File: src/rtl/fpu_pkg.sv
// rtl/fpu_pkg.sv - shared types and sizing for the iterative FP sequencer
package fpu_pkg;

    localparam int EXP_W_DEF     = 8;
    localparam int MAN_W_DEF     = 23;
    localparam int ALIGN_MAX_DEF = MAN_W_DEF + 3;

    typedef enum logic [1:0] {
        FP_ADD  = 2'b00,
        FP_SUB  = 2'b01,
        FP_MUL  = 2'b10,
        FP_RSVD = 2'b11
    } fp_op_e;

    typedef enum logic [2:0] {
        ST_IDLE,
        ST_LOAD,
        ST_ALIGN,
        ST_ADD,
        ST_MUL,
        ST_NORM,
        ST_ROUND,
        ST_PACK
    } seq_state_e;

    function automatic int align_max(input int man_w);
        return man_w + 3;
    endfunction

endpackage

File: src/rtl/fpu_step_counter.sv
// rtl/fpu_step_counter.sv - loadable down-counter bounding align, multiply and normalize loops
module fpu_step_counter #(
    parameter int W = 5
) (
    input  logic         clk,
    input  logic         rst_n,
    input  logic         load_i,
    input  logic [W-1:0] load_val_i,
    input  logic         dec_i,
    output logic         last_o,
    output logic         zero_o
);

    logic [W-1:0] cnt_q;

    always_ff @(posedge clk or negedge rst_n) begin
        if (!rst_n) begin
            cnt_q <= '0;
        end else if (load_i) begin
            cnt_q <= load_val_i;
        end else if (dec_i && (cnt_q != '0)) begin
            cnt_q <= cnt_q - W'(1);
        end
    end

    assign last_o = (cnt_q == W'(1));
    assign zero_o = (cnt_q == '0);

endmodule

File: src/rtl/fpu_seq_ctrl.sv
// rtl/fpu_seq_ctrl.sv - step sequencer for shared FP add/sub/mul datapath; FPU_SEQ_MUL_EN enables multiply
module fpu_seq_ctrl
    import fpu_pkg::*;
#(
    parameter int EXP_W = EXP_W_DEF,
    parameter int MAN_W = MAN_W_DEF
) (
    input  logic             clk,
    input  logic             reset,
    input  logic             Start,
    input  logic [1:0]       FpOp,
    input  logic [EXP_W:0]   ExpDiff,
    input  logic             SpecialIn,
    input  logic             ResMsb,
    input  logic             ResHidden,
    input  logic             ResZero,
    output logic             LoadOps,
    output logic             SwapOps,
    output logic             AlignShift,
    output logic             AddSub,
    output logic             MulStep,
    output logic             NormLeft,
    output logic             NormRight,
    output logic             RoundEn,
    output logic             PackW,
    output logic             SpecialSel,
    output logic             Invalid,
    output logic             Busy,
    output logic             Done
);

    localparam int ALIGN_MAX = align_max(MAN_W);
    localparam int CNT_W     = $clog2(MAN_W + 4);
    localparam logic [CNT_W-1:0]   STEP_CNT  = CNT_W'(MAN_W + 1);
    localparam logic [CNT_W-1:0]   ALIGN_CNT = CNT_W'(ALIGN_MAX);
    localparam logic [EXP_W+1:0]   ALIGN_LIM = (EXP_W + 2)'(ALIGN_MAX);
`ifdef FPU_SEQ_MUL_EN
    localparam bit MUL_EN = 1'b1;
`else
    localparam bit MUL_EN = 1'b0;
`endif

    seq_state_e state_q;
    logic       special_q;
    logic       invalid_q;

    logic [EXP_W+1:0] exp_ext;
    logic [EXP_W+1:0] exp_abs;
    logic [CNT_W-1:0] align_cnt;
    logic             is_rsvd;
    logic             is_special;
    logic             is_mul;
    logic             cnt_load;
    logic [CNT_W-1:0] cnt_val;
    logic             cnt_dec;
    logic             cnt_last;
    logic             cnt_zero;

    // One extra bit of width so negating the most negative difference cannot overflow.
    assign exp_ext   = {ExpDiff[EXP_W], ExpDiff};
    assign exp_abs   = ExpDiff[EXP_W] ? (~exp_ext + (EXP_W + 2)'(1)) : exp_ext;
    assign align_cnt = (exp_abs > ALIGN_LIM) ? ALIGN_CNT : exp_abs[CNT_W-1:0];

    assign is_rsvd    = (FpOp == FP_RSVD) || (!MUL_EN && (FpOp == FP_MUL));
    assign is_special = SpecialIn || is_rsvd;
    assign is_mul     = MUL_EN && (FpOp == FP_MUL);

    always_comb begin
        cnt_load = 1'b0;
        cnt_val  = STEP_CNT;
        cnt_dec  = 1'b0;
        case (state_q)
            ST_LOAD: begin
                cnt_load = 1'b1;
                cnt_val  = is_mul ? STEP_CNT : align_cnt;
            end
            ST_ALIGN: cnt_dec = 1'b1;
            ST_ADD:   cnt_load = 1'b1;
            ST_MUL: begin
                cnt_load = cnt_zero;
                cnt_dec  = !cnt_zero;
            end
            ST_NORM:  cnt_dec = NormLeft;
            default: ;
        endcase
    end

    fpu_step_counter #(.W(CNT_W)) u_cnt (
        .clk        (clk),
        .rst_n      (reset),
        .load_i     (cnt_load),
        .load_val_i (cnt_val),
        .dec_i      (cnt_dec),
        .last_o     (cnt_last),
        .zero_o     (cnt_zero)
    );

    always_ff @(posedge clk or negedge reset) begin
        if (!reset) begin
            state_q   <= ST_IDLE;
            special_q <= 1'b0;
            invalid_q <= 1'b0;
        end else begin
            case (state_q)
                ST_IDLE: if (Start) begin
                    state_q   <= ST_LOAD;
                    invalid_q <= 1'b0;
                end
                ST_LOAD: begin
                    special_q <= is_special;
                    if (is_special) begin
                        state_q   <= ST_PACK;
                        invalid_q <= is_rsvd;
                    end else if (is_mul) begin
                        state_q <= ST_MUL;
                    end else if (align_cnt != '0) begin
                        state_q <= ST_ALIGN;
                    end else begin
                        state_q <= ST_ADD;
                    end
                end
                ST_ALIGN: if (cnt_last) state_q <= ST_ADD;
                ST_ADD:   state_q <= ST_NORM;
                // Counter drained: one accumulate cycle without MulStep, then normalize.
                ST_MUL:   if (cnt_zero) state_q <= ST_NORM;
                ST_NORM: begin
                    if (ResZero) begin
                        state_q <= ST_PACK;
                    end else if (ResMsb || ResHidden || cnt_zero) begin
                        state_q <= ST_ROUND;
                    end
                end
                ST_ROUND: state_q <= ST_PACK;
                ST_PACK:  state_q <= ST_IDLE;
                default:  state_q <= ST_IDLE;
            endcase
        end
    end

    assign LoadOps    = (state_q == ST_LOAD);
    assign SwapOps    = (state_q == ST_LOAD) && ExpDiff[EXP_W];
    assign AlignShift = (state_q == ST_ALIGN);
    assign AddSub     = (state_q == ST_ADD);
`ifdef FPU_SEQ_MUL_EN
    assign MulStep    = (state_q == ST_MUL) && !cnt_zero;
`else
    assign MulStep    = 1'b0;
`endif
    assign NormRight  = (state_q == ST_NORM) && !ResZero && ResMsb;
    assign NormLeft   = (state_q == ST_NORM) && !ResZero && !ResMsb && !ResHidden && !cnt_zero;
    assign RoundEn    = (state_q == ST_ROUND);
    assign PackW      = (state_q == ST_PACK);
    assign Done       = (state_q == ST_PACK);
    assign SpecialSel = (state_q == ST_PACK) && special_q;
    assign Invalid    = invalid_q;
    assign Busy       = (state_q != ST_IDLE);

endmodule

File: config.mk
export PLATFORM = sky130hd
export DESIGN_NAME = fpu_seq_ctrl
export DESIGN_NICKNAME = d
export VERILOG_FILES = /design/src/rtl/fpu_pkg.sv /design/src/rtl/fpu_step_counter.sv /design/src/rtl/fpu_seq_ctrl.sv
export SDC_FILE = /design/constraint.sdc
export NUM_CORES = 1
export LEC_CHECK = 0
export ABC_AREA = 1
export CAP_MARGIN = 20
export CORE_ASPECT_RATIO = 0.75
export CORE_MARGIN = 10
export CORE_UTILIZATION = 50
export CTS_BUF_LIST = sky130_fd_sc_hd__clkbuf_4 sky130_fd_sc_hd__clkbuf_8 sky130_fd_sc_hd__clkbuf_16
export DETAILED_ROUTE_END_ITERATION = 6
export GPL_TIMING_DRIVEN = 0
export PLACE_DENSITY_LB_ADDON = 0.3
export SYNTH_ARGS = -nofsm -noshare
export SYNTH_HDL_FRONTEND = slang
export SYNTH_SLANG_ARGS = --single-unit
File: constraint.sdc
create_clock -name clk -period 4.1 [get_ports clk]
set_input_delay 0.41 -clock clk [delete_from_list [all_inputs] [get_ports clk]]
set_output_delay 0.41 -clock clk [all_outputs]
set_load 0.02 [all_outputs]
==> summary.txt, run 1 <==
Status
  • Status: finished, final reports clean

Pwr
  • Int Pwr: 454 uW
  • PD cells: 675 mW/mm2
  • Clk pwr share: 10.8%
  • Total power: 898 uW
  • Worst vdd ir: 0.000451 V
  • Gate power share: 67.1%
  • Static leakage: 0.000645 uW
  • Sequential power share: 22.0%
  • Psw: 444 uW
  • Switching Fraction: 49.4%

Synthesis
  • Commonest cells post-synth: 42 x nand2_1, 16 x inv_1, 16 x nor2_1
  • Yosys warns: 0
  • Count leader, synth: nand2_1
  • Syn Std Cell Area: 996 um2
  • Syn_area_per_cell: 6.38 um2
  • Area leader, netlist: dfrtp_1
  • Synth unique cells: 29
  • Post-synthesis sequential area ratio: 25.1%
  • EDFF count, synth: 0
  • Post-Syn Nets: 177
  • Synthesized flop and latch total: 10
  • Synth async-reset ratio: 100%
  • Top cells by area, synth: dfrtp_1 25%, nand2_1 16%, inv_1 6.0%
  • Share of the synthesized area in the top cell type: 25.1%
  • Cells after Synth: 156
  • Post-synth top flop: dfrtp_1

Final layout
  • Layout cell share with drive strength beyond 1: 16.6%
  • Number of fillers in the final layout: 149
  • Layout area overhead: 33.5%
  • Multi-input logic area: 606 um2
  • Sequential standard cell area: 250 um2
  • Cell Count, Final, Fillers Out: 209
  • Layout Nets: 209
  • Antenna diode count: 0

Clocking
  • CTS Root Cell: clkbuf_4
  • Clock sinks: 10
  • Clock slew at reported path FFs: 0.09 ns
  • CTS max path bufs: 2
  • # H-tree levels: 1
  • CTS tree: done
  • CTS hold repair buffers: 0
  • Postcts setup bufs: 0
  • Post-CTS Resized: 0
  • Clk Latency, worst-skew pair: 0.28 ns
  • Num CTS Buffers: 3

STA
  • Worst Clk Skew: 0.00860 ns
  • Final Hold Vio Count: 0
  • Setup TNS: 0 ns
  • Period utilisation layout: 56.6%
  • Slew @ Worst Pin: 0.519 ns
  • Achievable Freq: 431 MHz
  • Setup violations, final: 0
  • Slew margin rel.: 65.3%
  • Fin crit period: 2.32 ns
  • RSZ-0062 raised after global routing: false
  • Max Slew Vio Count: 0

Setup path
  • Worst path required time: 3.69 ns
  • Type of origin of the critical path: flip-flop
  • Reg-to-Reg Start: u_cnt.cnt_q[0]
  • Type of the worst setup path: flip-flop to primary output
  • Critical path endpoint category: primary output
  • Slowest-stage cell, CP: clkdlybuf4s50_1
  • CP Cell Sequence: inv_2 > nand2_1 > nor2_4 > clkdlybuf4s50_1
  • CP top delay family: buffers and inverters
  • Worst Path Arrival: 1.91 ns
  • Slowest stage delay, CP: 0.65 ns
  • Crit path buf inv count: 2
  • Worst setup startpoint: state_q[2]
  • Crit-path max FO: 9

Floorplanning
  • I/O pin count: 31
  • Die X: 71.5 um
  • Die Height: 58.7 um
  • Core area: 0.00181 mm2
  • Cell Rows: 13
  • Starting Density: 55.2%
  • Die area: 0.00420 mm2

Route
  • DRT Pass-1 Iters: 4
  • Vias post-DR: 1125
  • Vias per Instance: 5.38
  • DRC viols: 0
  • Per-cell routed wire length: 13.8 um
  • ANT nets after route: 0
  • DRT Wirelength: 2.89 mm
  • Iter 0 DRT Violations: 94

Run
  • Max-cap violations: 0

Global route
  • Vias in the first global route: 1114
  • First-pass GRT wire length: 4.78 mm
  • Pin count of the biggest net entering global routing: 11
  • GRT overflow: 0
  • Initial antenna violation count: 0
  • GR Util All Layers: 13.6%

Placement
  • HPWL Detailed: 2.37 mm
  • GPL Wtd Cong: 0.864
  • Port bufs: 27
  • Dpl cells: 205

Min path
  • Hold WC Path Type: primary input to async pin
## sequential cells by signal, indices dropped and copies added (netlist names)
register and flops:
special_q 1, Invalid 1, u_cnt.cnt_q 5, state_q 3
## cell families (layout without fill, tap and decap cells)
group	after synthesis	count (layout)	synth area share, %
other	1	1	0.377
buffers and inverters	30	61	14.1
adders and majority gates	3	3	3.77
and+or+nand+nor	87	87	41.6
DFF	10	10	25.1
AOI/OAI and AO/OA	23	23	13.3
xor gates and xnor gates	2	2	1.76
## final cells by class
class | count | share of cell area, %
buffer | 5 | 3.39
inverter | 25 | 7.15
sequential | 10 | 18.8
clock buffer | 4 | 2.73
tap | 22 | 2.07
multi-input combinational | 116 | 45.5
timing repair buffer | 27 | 20.3
## through the flow
step / area, um2 / hold WS [ns] / utilization, % / setup slack (ns)
6_report: 1330 / 0.466 / 73.7 / 1.78
5_1_grt: 1330 / 0.499 / 73.7 / 1.66
4_1_cts: 1330 / 0.478 / 73.7 / 1.78
3_5_place_dp: 1290 / 0.468 / 71.7 / 1.75
3_3_place_gp: 1290 / 0.458 / 71.7 / 1.83
2_1_floorplan: 996 / 0.114 / - / 2.50
## layer usage
metal	GRT usage, %	vias to the layer above	wire, um
met5	0	-	0
met4	2.20	0	27
met3	5.19	4	254
met2	23.9	62	1380
met1	15.5	501	1230
li1	-	558	-
## placed cells by master (no fill, tap or decap), types with 5 or more instances in the layout
cell / count
a21oi_1: 5
o21ai_1: 6
nand2_1: 42
inv_1: 16
nand3_1: 11
clkdlybuf4s50_1: 27
inv_2: 8
nor2_1: 16
nor3_1: 5
dfrtp_1: 10
o21ai_0: 7
## power groups by stage
stage	clock (uW)	combinational, uW	sequential [uW]
finish	97.1	603	198
global route	99.2	669	203
CTS	94.6	602	197
detailed placement	0	598	199
global placement	0	574	194
floorplan	0	424	195
## final timing paths
kind | end | cells past startpoint | slack, ns
max | LoadOps | 4 | 1.78
min | u_cnt.cnt_q[2] | 1 | 0.47
max reg2reg | u_cnt.cnt_q[0] | 10 | 2.30
min reg2reg | Invalid | 2 | 0.49
max in group asynchronous | special_q | 1 | 3.28
min in group clk | Invalid | 2 | 0.49
(Power assumes the default switching activity.)
==> run 2, diff against run 1 <==
--- a/config.mk
+++ b/config.mk
@@ -9,7 +9,7 @@
 export CAP_MARGIN = 20
 export CORE_ASPECT_RATIO = 0.75
 export CORE_MARGIN = 10
-export CORE_UTILIZATION = 50
+export CORE_UTILIZATION = 46
 export CTS_BUF_LIST = sky130_fd_sc_hd__clkbuf_4 sky130_fd_sc_hd__clkbuf_8 sky130_fd_sc_hd__clkbuf_16
 export DETAILED_ROUTE_END_ITERATION = 6
 export GPL_TIMING_DRIVEN = 0
==> constraint.sdc (replaced) <==
create_clock -name clk -period 2.3 [get_ports clk]
set_input_delay 0.23 -clock clk [delete_from_list [all_inputs] [get_ports clk]]
set_output_delay 0.23 -clock clk [all_outputs]
set_load 0.02 [all_outputs]
==> run 2 against run 1 <==
Effect of this change:
- cell count up 0.96%
- via count down 6.0%
- register-to-register slack worse by 1.7 ns
- clock-buffer cell count did not move
- global-route usage fell by 1.2 points
- flip-flop and latch count is the same
- largest cell class unchanged
==> summary.txt, run 2 (same netlist as run 1, synthesis figures left out) <==
Final layout
  • Largest registers: u_cnt.cnt_q x5, state_q x3
  • Most common cell after layout, fill and taps aside: nand2_1
  • Layout area overhead: 33.8%
  • Max FFs per register: 5 (unchanged)
  • Layout cell share with drive strength beyond 1: 16.6% (unchanged)
  • Layout Nets: 209 (unchanged)
  • Core Util, Final: 65.6% (-8.1 points)
  • Most frequent cells in the layout: 42 x nand2_1, 27 x clkdlybuf4s50_1, 16 x inv_1, 16 x nor2_1, 11 x nand3_1
  • Antenna diode count: 0 (unchanged)
  • Sequential standard cell area: 250 um2 (unchanged)
  • Number of fillers in the final layout: 175 (+17%)
  • Multi-input logic area: 606 um2 (unchanged)
  • Largest register by flop count: u_cnt.cnt_q

Route
  • Wire length on met2: 1.24 mm (-10%)
  • ANT nets after route: 0 (unchanged)
  • Vias per Instance: 5.01 (-6.8%)
  • DRT Wirelength: 2.66 mm (-8.1%)
  • Routed met1 length: 1.24 mm (+0.49%)
  • Per-cell routed wire length: 12.6 um (-9.0%)
  • DRT Pass-1 Iters: 4 (unchanged)
  • Top Layer Used: met4
  • Iter 0 DRT Violations: 122 (+30%)
  • DRC viols: 0 (unchanged)
  • Vias post-DR: 1058 (-6.0%)
  • Routed wl met3: 158 um (-38%)

Floorplanning
  • I/O pin count: 31 (unchanged)
  • Core area: 0.00203 mm2 (+13%)
  • Cell Rows: 14 (+1)
  • Die area: 0.00445 mm2 (+6.0%)
  • Die X: 73.7 um (+3.1%)
  • Die Height: 60.3 um (+2.8%)
  • Starting Density: 49.0% (-6.1 points)

Min path
  • Hold WC Path Type: primary input to async pin

Clocking
  • CTS tree: done
  • Num CTS Buffers: 3 (unchanged)
  • Clock slew at reported path FFs: 0.08 ns (about the same)
  • Clock sinks: 10 (unchanged)
  • Postcts setup bufs: 0 (unchanged)
  • Post-CTS Resized: 0 (unchanged)
  • CTS hold repair buffers: 0 (unchanged)
  • Clk Latency, worst-skew pair: 0.27 ns (about the same)
  • CTS Root Cell: clkbuf_4
  • # H-tree levels: 1 (unchanged)
  • CTS max path bufs: 2 (unchanged)

STA
  • Max Slew Vio Count: 0 (unchanged)
  • Worst Clk Skew: 0.0117 ns (+0.00307 ns)
  • Period utilisation layout: 93.4%
  • Achievable Freq: 465 MHz
  • Setup violations, final: 0 (unchanged)
  • Setup TNS: 0 ns (unchanged)
  • RSZ-0062 raised after global routing: false
  • Final Hold Vio Count: 0 (unchanged)
  • Fin crit period: 2.15 ns

Setup path
  • Type of the worst setup path: flip-flop to primary output
  • Crit-path max FO: 9 (unchanged)
  • Worst Reg-to-Reg Cells: 10 (unchanged)
  • Critical path endpoint category: primary output
  • Type of origin of the critical path: flip-flop
  • R2R Setup Slk: 0.60 ns (-1.70 ns)
  • Worst path required time: 2.07 ns (-1.62 ns)
  • Worst Path Arrival: 1.92 ns (about the same)

Pwr
  • Static leakage: 0.000645 uW (unchanged)
  • Clk pwr share: 10.1% (-0.7 points)
  • Worst vdd ir: 0.000855 V (+90%)
  • Int Pwr: 811 uW (+78%)
  • Psw: 781 uW (+76%)
  • Sequential power share: 22.0% (about the same)
  • PD cells: 1190 mW/mm2 (+77%)
  • Gate power share: 67.9% (+0.8 points)
  • Switching Fraction: 49.1% (-0.37 points)

Run
  • Max-cap violations: 0 (unchanged)

Placement
  • GPL Wtd Cong: 0.893 (+3.3%)
  • Port bufs: 27 (unchanged)
  • HPWL Detailed: 2.23 mm (-5.6%)

Global route
  • GRT overflow: 0 (unchanged)
  • First-pass GRT wire length: 4.48 mm (-6.3%)
  • GR Util All Layers: 12.4% (-1.2 points)
  • Initial antenna violation count: 0 (unchanged)
  • Pin count of the biggest net entering global routing: 11 (unchanged)
  • Vias in the first global route: 1065 (-4.4%)

Status
  • Status: finished, final reports clean
[run 2: cell counts in the layout (fill, tap and decap cells not counted)]
No cell type changed its count.
[run 2: worst max-delay path, stage by stage (launching register included)]
cell             delay (ns)
dfrtp_1                0.46
inv_2                  0.20
nand2_1                0.14
nor2_4                 0.19
clkdlybuf4s50_1        0.66
[run 2: layer usage]
metal  global-route usage, %  up-vias
met2                    19.4       41
li1                        -      555
met4                    4.77        0
met3                    3.48        2
met5                       0        -
met1                    15.7      460
[run 2: final cells by class]
type                            instances  area share [%]
Buffer                                  5            3.38
Clock buffer                            4            2.72
Inverter                               25            7.14
Sequential cell                        10            18.8
Multi-Input combinational cell        116            45.4
Tap cell                               24            2.25
Timing Repair Buffer                   27            20.3
[run 2: worst paths after layout]
path,start,to
min reg2reg,Invalid,Invalid
min in group clk,ExpDiff[8],u_cnt.cnt_q[3]
min,reset,u_cnt.cnt_q[0]
max reg2reg,u_cnt.cnt_q[0],u_cnt.cnt_q[0]
max in group asynchronous,reset,state_q[2]
max,state_q[2],LoadOps
[run 2: through the flow]
stage	hold slack (ns)	setup slack [ns]	area (um2)	total power, uW	std cells
finish	0.276	0.152	1330	1590	211
global route	0.308	0.0421	1330	1740	211
global placement	0.454	0.197	1300	1380	207
CTS	0.295	0.144	1330	1590	211
detailed placement	0.465	0.153	1300	1420	207
floorplan	-0.0656	0.707	996	1100	156
[run 2: power groups by stage]
stage	registers [uW]	clock network [uW]	logic (uW)
floorplan	348	0	755
global placement	348	0	1040
detailed placement	350	0	1070
CTS	348	165	1080
global route	363	170	1210
finish	350	161	1080
==> run 3, diff against run 2 <==
--- a/config.mk
+++ b/config.mk
@@ -14,6 +14,7 @@
 export DETAILED_ROUTE_END_ITERATION = 6
 export GPL_TIMING_DRIVEN = 0
 export PLACE_DENSITY_LB_ADDON = 0.3
+export SETUP_SLACK_MARGIN = 0.05
 export SYNTH_ARGS = -nofsm -noshare
 export SYNTH_HDL_FRONTEND = slang
 export SYNTH_SLANG_ARGS = --single-unit
==> run 3 against run 2 <==
Effect of this change:
- sequential share of layout area hardly changed
- first-iteration DRC count is 13% lower
- critical endpoint unchanged
- register-to-register slack hardly changed
- via count is 0.66% higher
- cell count stayed put
- setup slack hardly changed
- design area is 0.19% higher
- non-clock buffer count stayed put
- clock-buffer cell count stayed put
- clock power hardly changed
- critical path depth stayed put
- die area stayed put
==> summary.txt, run 3 (same netlist as run 1, synthesis figures left out) <==
Global route
  • Initial antenna violation count: 0 (unchanged)
  • First-pass GRT wire length: 4.48 mm (unchanged)
  • GR Util All Layers: 12.4% (unchanged)
  • Pin count of the biggest net entering global routing: 11 (unchanged)
  • Vias in the first global route: 1065 (unchanged)
  • GRT overflow: 0 (unchanged)

Setup path
  • Crit path buf inv count: 2 (unchanged)
  • Type of the worst setup path: flip-flop to primary output
  • Critical path endpoint category: primary output
  • Worst path required time: 2.07 ns (about the same)
  • CP top delay family: buffers and inverters
  • Worst Path Arrival: 1.92 ns (about the same)
  • Crit-path max FO: 9 (unchanged)
  • Slowest stage delay, CP: 0.66 ns (about the same)
  • Slowest-stage cell, CP: clkdlybuf4s50_1
  • CP Cell Sequence: inv_2 > nand2_1 > nor2_4 > clkdlybuf4s50_1
  • Type of origin of the critical path: flip-flop

STA
  • Setup violations, final: 0 (unchanged)
  • Worst Clk Skew: 0.0111 ns (-0.000550 ns)
  • Period utilisation layout: 93.4% (about the same)
  • Max Slew Vio Count: 0 (unchanged)
  • Final Hold Vio Count: 0 (unchanged)
  • Setup TNS: 0 ns (unchanged)
  • Fin crit period: 2.15 ns (+0.000221 ns)
  • Achievable Freq: 465 MHz (about the same)
  • RSZ-0062 raised after global routing: false
  • Worst hold slack: 0.276 ns (-0.000291 ns)

Floorplanning
  • I/O pin count: 31 (unchanged)
  • Die area: 0.00445 mm2 (unchanged)
  • Core area: 0.00203 mm2 (unchanged)
  • Cell Rows: 14 (unchanged)
  • Starting Density: 49.0% (unchanged)
  • Die X: 73.7 um (unchanged)
  • Die Height: 60.3 um (unchanged)

Pwr
  • Worst vdd ir: 0.000856 V (about the same)
  • Static leakage: 0.000662 uW (+2.7%)
  • Switching Fraction: 49.1% (about the same)
  • Psw: 781 uW (about the same)
  • Int Pwr: 810 uW (about the same)
  • Clk pwr share: 10.1% (about the same)
  • Gate power share: 68.0% (about the same)
  • Sequential power share: 21.9% (about the same)
  • PD cells: 1190 mW/mm2 (-0.23%)
  • Total power: 1590 uW (about the same)

Final layout
  • Antenna diode count: 0 (unchanged)
  • Most common cell after layout, fill and taps aside: nand2_1
  • Max FFs per register: 5 (unchanged)
  • Layout area overhead: 34.0%
  • Largest registers: u_cnt.cnt_q x5, state_q x3
  • Largest register by flop count: u_cnt.cnt_q
  • Layout cell share with drive strength beyond 1: 16.6% (unchanged)
  • Most frequent cells in the layout: 42 x nand2_1, 26 x clkdlybuf4s50_1, 16 x inv_1, 16 x nor2_1, 11 x nand3_1
  • Layout Nets: 209 (unchanged)
  • Cell Count, Final, Fillers Out: 211 (unchanged)

Status
  • Status: finished, final reports clean

Clocking
  • CTS max path bufs: 2 (unchanged)
  • CTS tree: done
  • Postcts setup bufs: 0 (unchanged)
  • Num CTS Buffers: 3 (unchanged)
  • Clock sinks: 10 (unchanged)
  • CTS Root Cell: clkbuf_4
  • Clk Latency, worst-skew pair: 0.27 ns (about the same)
  • # H-tree levels: 1 (unchanged)
  • Clock slew at reported path FFs: 0.08 ns (about the same)

Route
  • Iter 0 DRT Violations: 106 (-13%)
  • DRT Pass-1 Iters: 4 (unchanged)
  • ANT nets after route: 0 (unchanged)
  • Vias post-DR: 1065 (+0.66%)
  • DRT Wirelength: 2.64 mm (-0.60%)
  • Vias per Instance: 5.05 (+0.66%)
  • DRC viols: 0 (unchanged)
  • Per-cell routed wire length: 12.5 um (-0.60%)

Placement
  • HPWL Detailed: 2.23 mm (unchanged)
  • Dpl cells: 207 (unchanged)
  • Port bufs: 27 (unchanged)
  • GPL Wtd Cong: 0.893 (unchanged)

Run
  • Max-cap violations: 0 (unchanged)

Min path
  • Hold WC Path Type: primary input to async pin
## run 3: changes by cell type in the layout (fill, tap and decap cells not counted), sizes merged
cell | previous run | this run
clkdlybuf4s50 | 27 | 26
dlymetal6s2s | 0 | 1
## run 3: routing by layer
| layer | wire, um | track usage (%) |
|---|---|---|
| met1 | 1240 | 15.7 |
| met4 | 27 | 4.77 |
| met3 | 144 | 3.48 |
| met2 | 1240 | 19.4 |
| met5 | 0 | 0 |
## run 3: metrics by stage
stage | setup slack, ns | util (%) | cell area [um2]
2_1_floorplan | 0.707 | - | 996
3_3_place_gp | 0.197 | 63.8 | 1300
3_5_place_dp | 0.153 | 63.8 | 1300
4_1_cts | 0.144 | 65.6 | 1330
5_1_grt | 0.0698 | 65.7 | 1340
6_report | 0.151 | 65.7 | 1340
## run 3: area by class of cell
type	instances	area, um2
fillers	176	697
multi-input cells	116	606
repair buffers	27	273
flip-flops and latches	10	250
inverters	25	95.1
plain buffers	5	45.0
clock buffers	4	36.3
well taps	24	30.0
## run 3: worst paths after layout
| kind | startpoint | to | slack [ns] | depth (start not counted) |
|---|---|---|---|---|
| max | state_q[2] | LoadOps | 0.15 | 4 |
| min | reset | u_cnt.cnt_q[0] | 0.28 | 1 |
| max reg2reg | u_cnt.cnt_q[0] | u_cnt.cnt_q[0] | 0.61 | 10 |
| min reg2reg | Invalid | Invalid | 0.47 | 2 |
| max in group asynchronous | reset | state_q[2] | 1.69 | 1 |
| min in group clk | ExpDiff[8] | u_cnt.cnt_q[3] | 0.43 | 5 |
## run 3: power groups by stage
stage | combinational, uW | sequential [uW] | clock, uW
floorplan | 755 | 348 | 0
global placement | 1040 | 348 | 0
detailed placement | 1070 | 350 | 0
CTS | 1080 | 348 | 165
global route | 1210 | 363 | 170
finish | 1080 | 349 | 161
## run 3: timing repair
item / 4_1_cts / 5_1_grt
endpoints found under the setup margin: 0 / 1
hold buffers: 0 / 0
resized for setup: 0 / 1
hold endpoints to repair: 0 / 0
## run 3: worst reg2reg max path, cell delays in order, from the launching register on
cell	delay [ns]
dfrtp_1	0.38
inv_1	0.12
ha_1	0.20
nand2_1	0.10
nor2_2	0.13
inv_2	0.07
nor3_1	0.18
a21oi_2	0.12
nand2_4	0.10
inv_2	0.05
a22oi_1	0.17
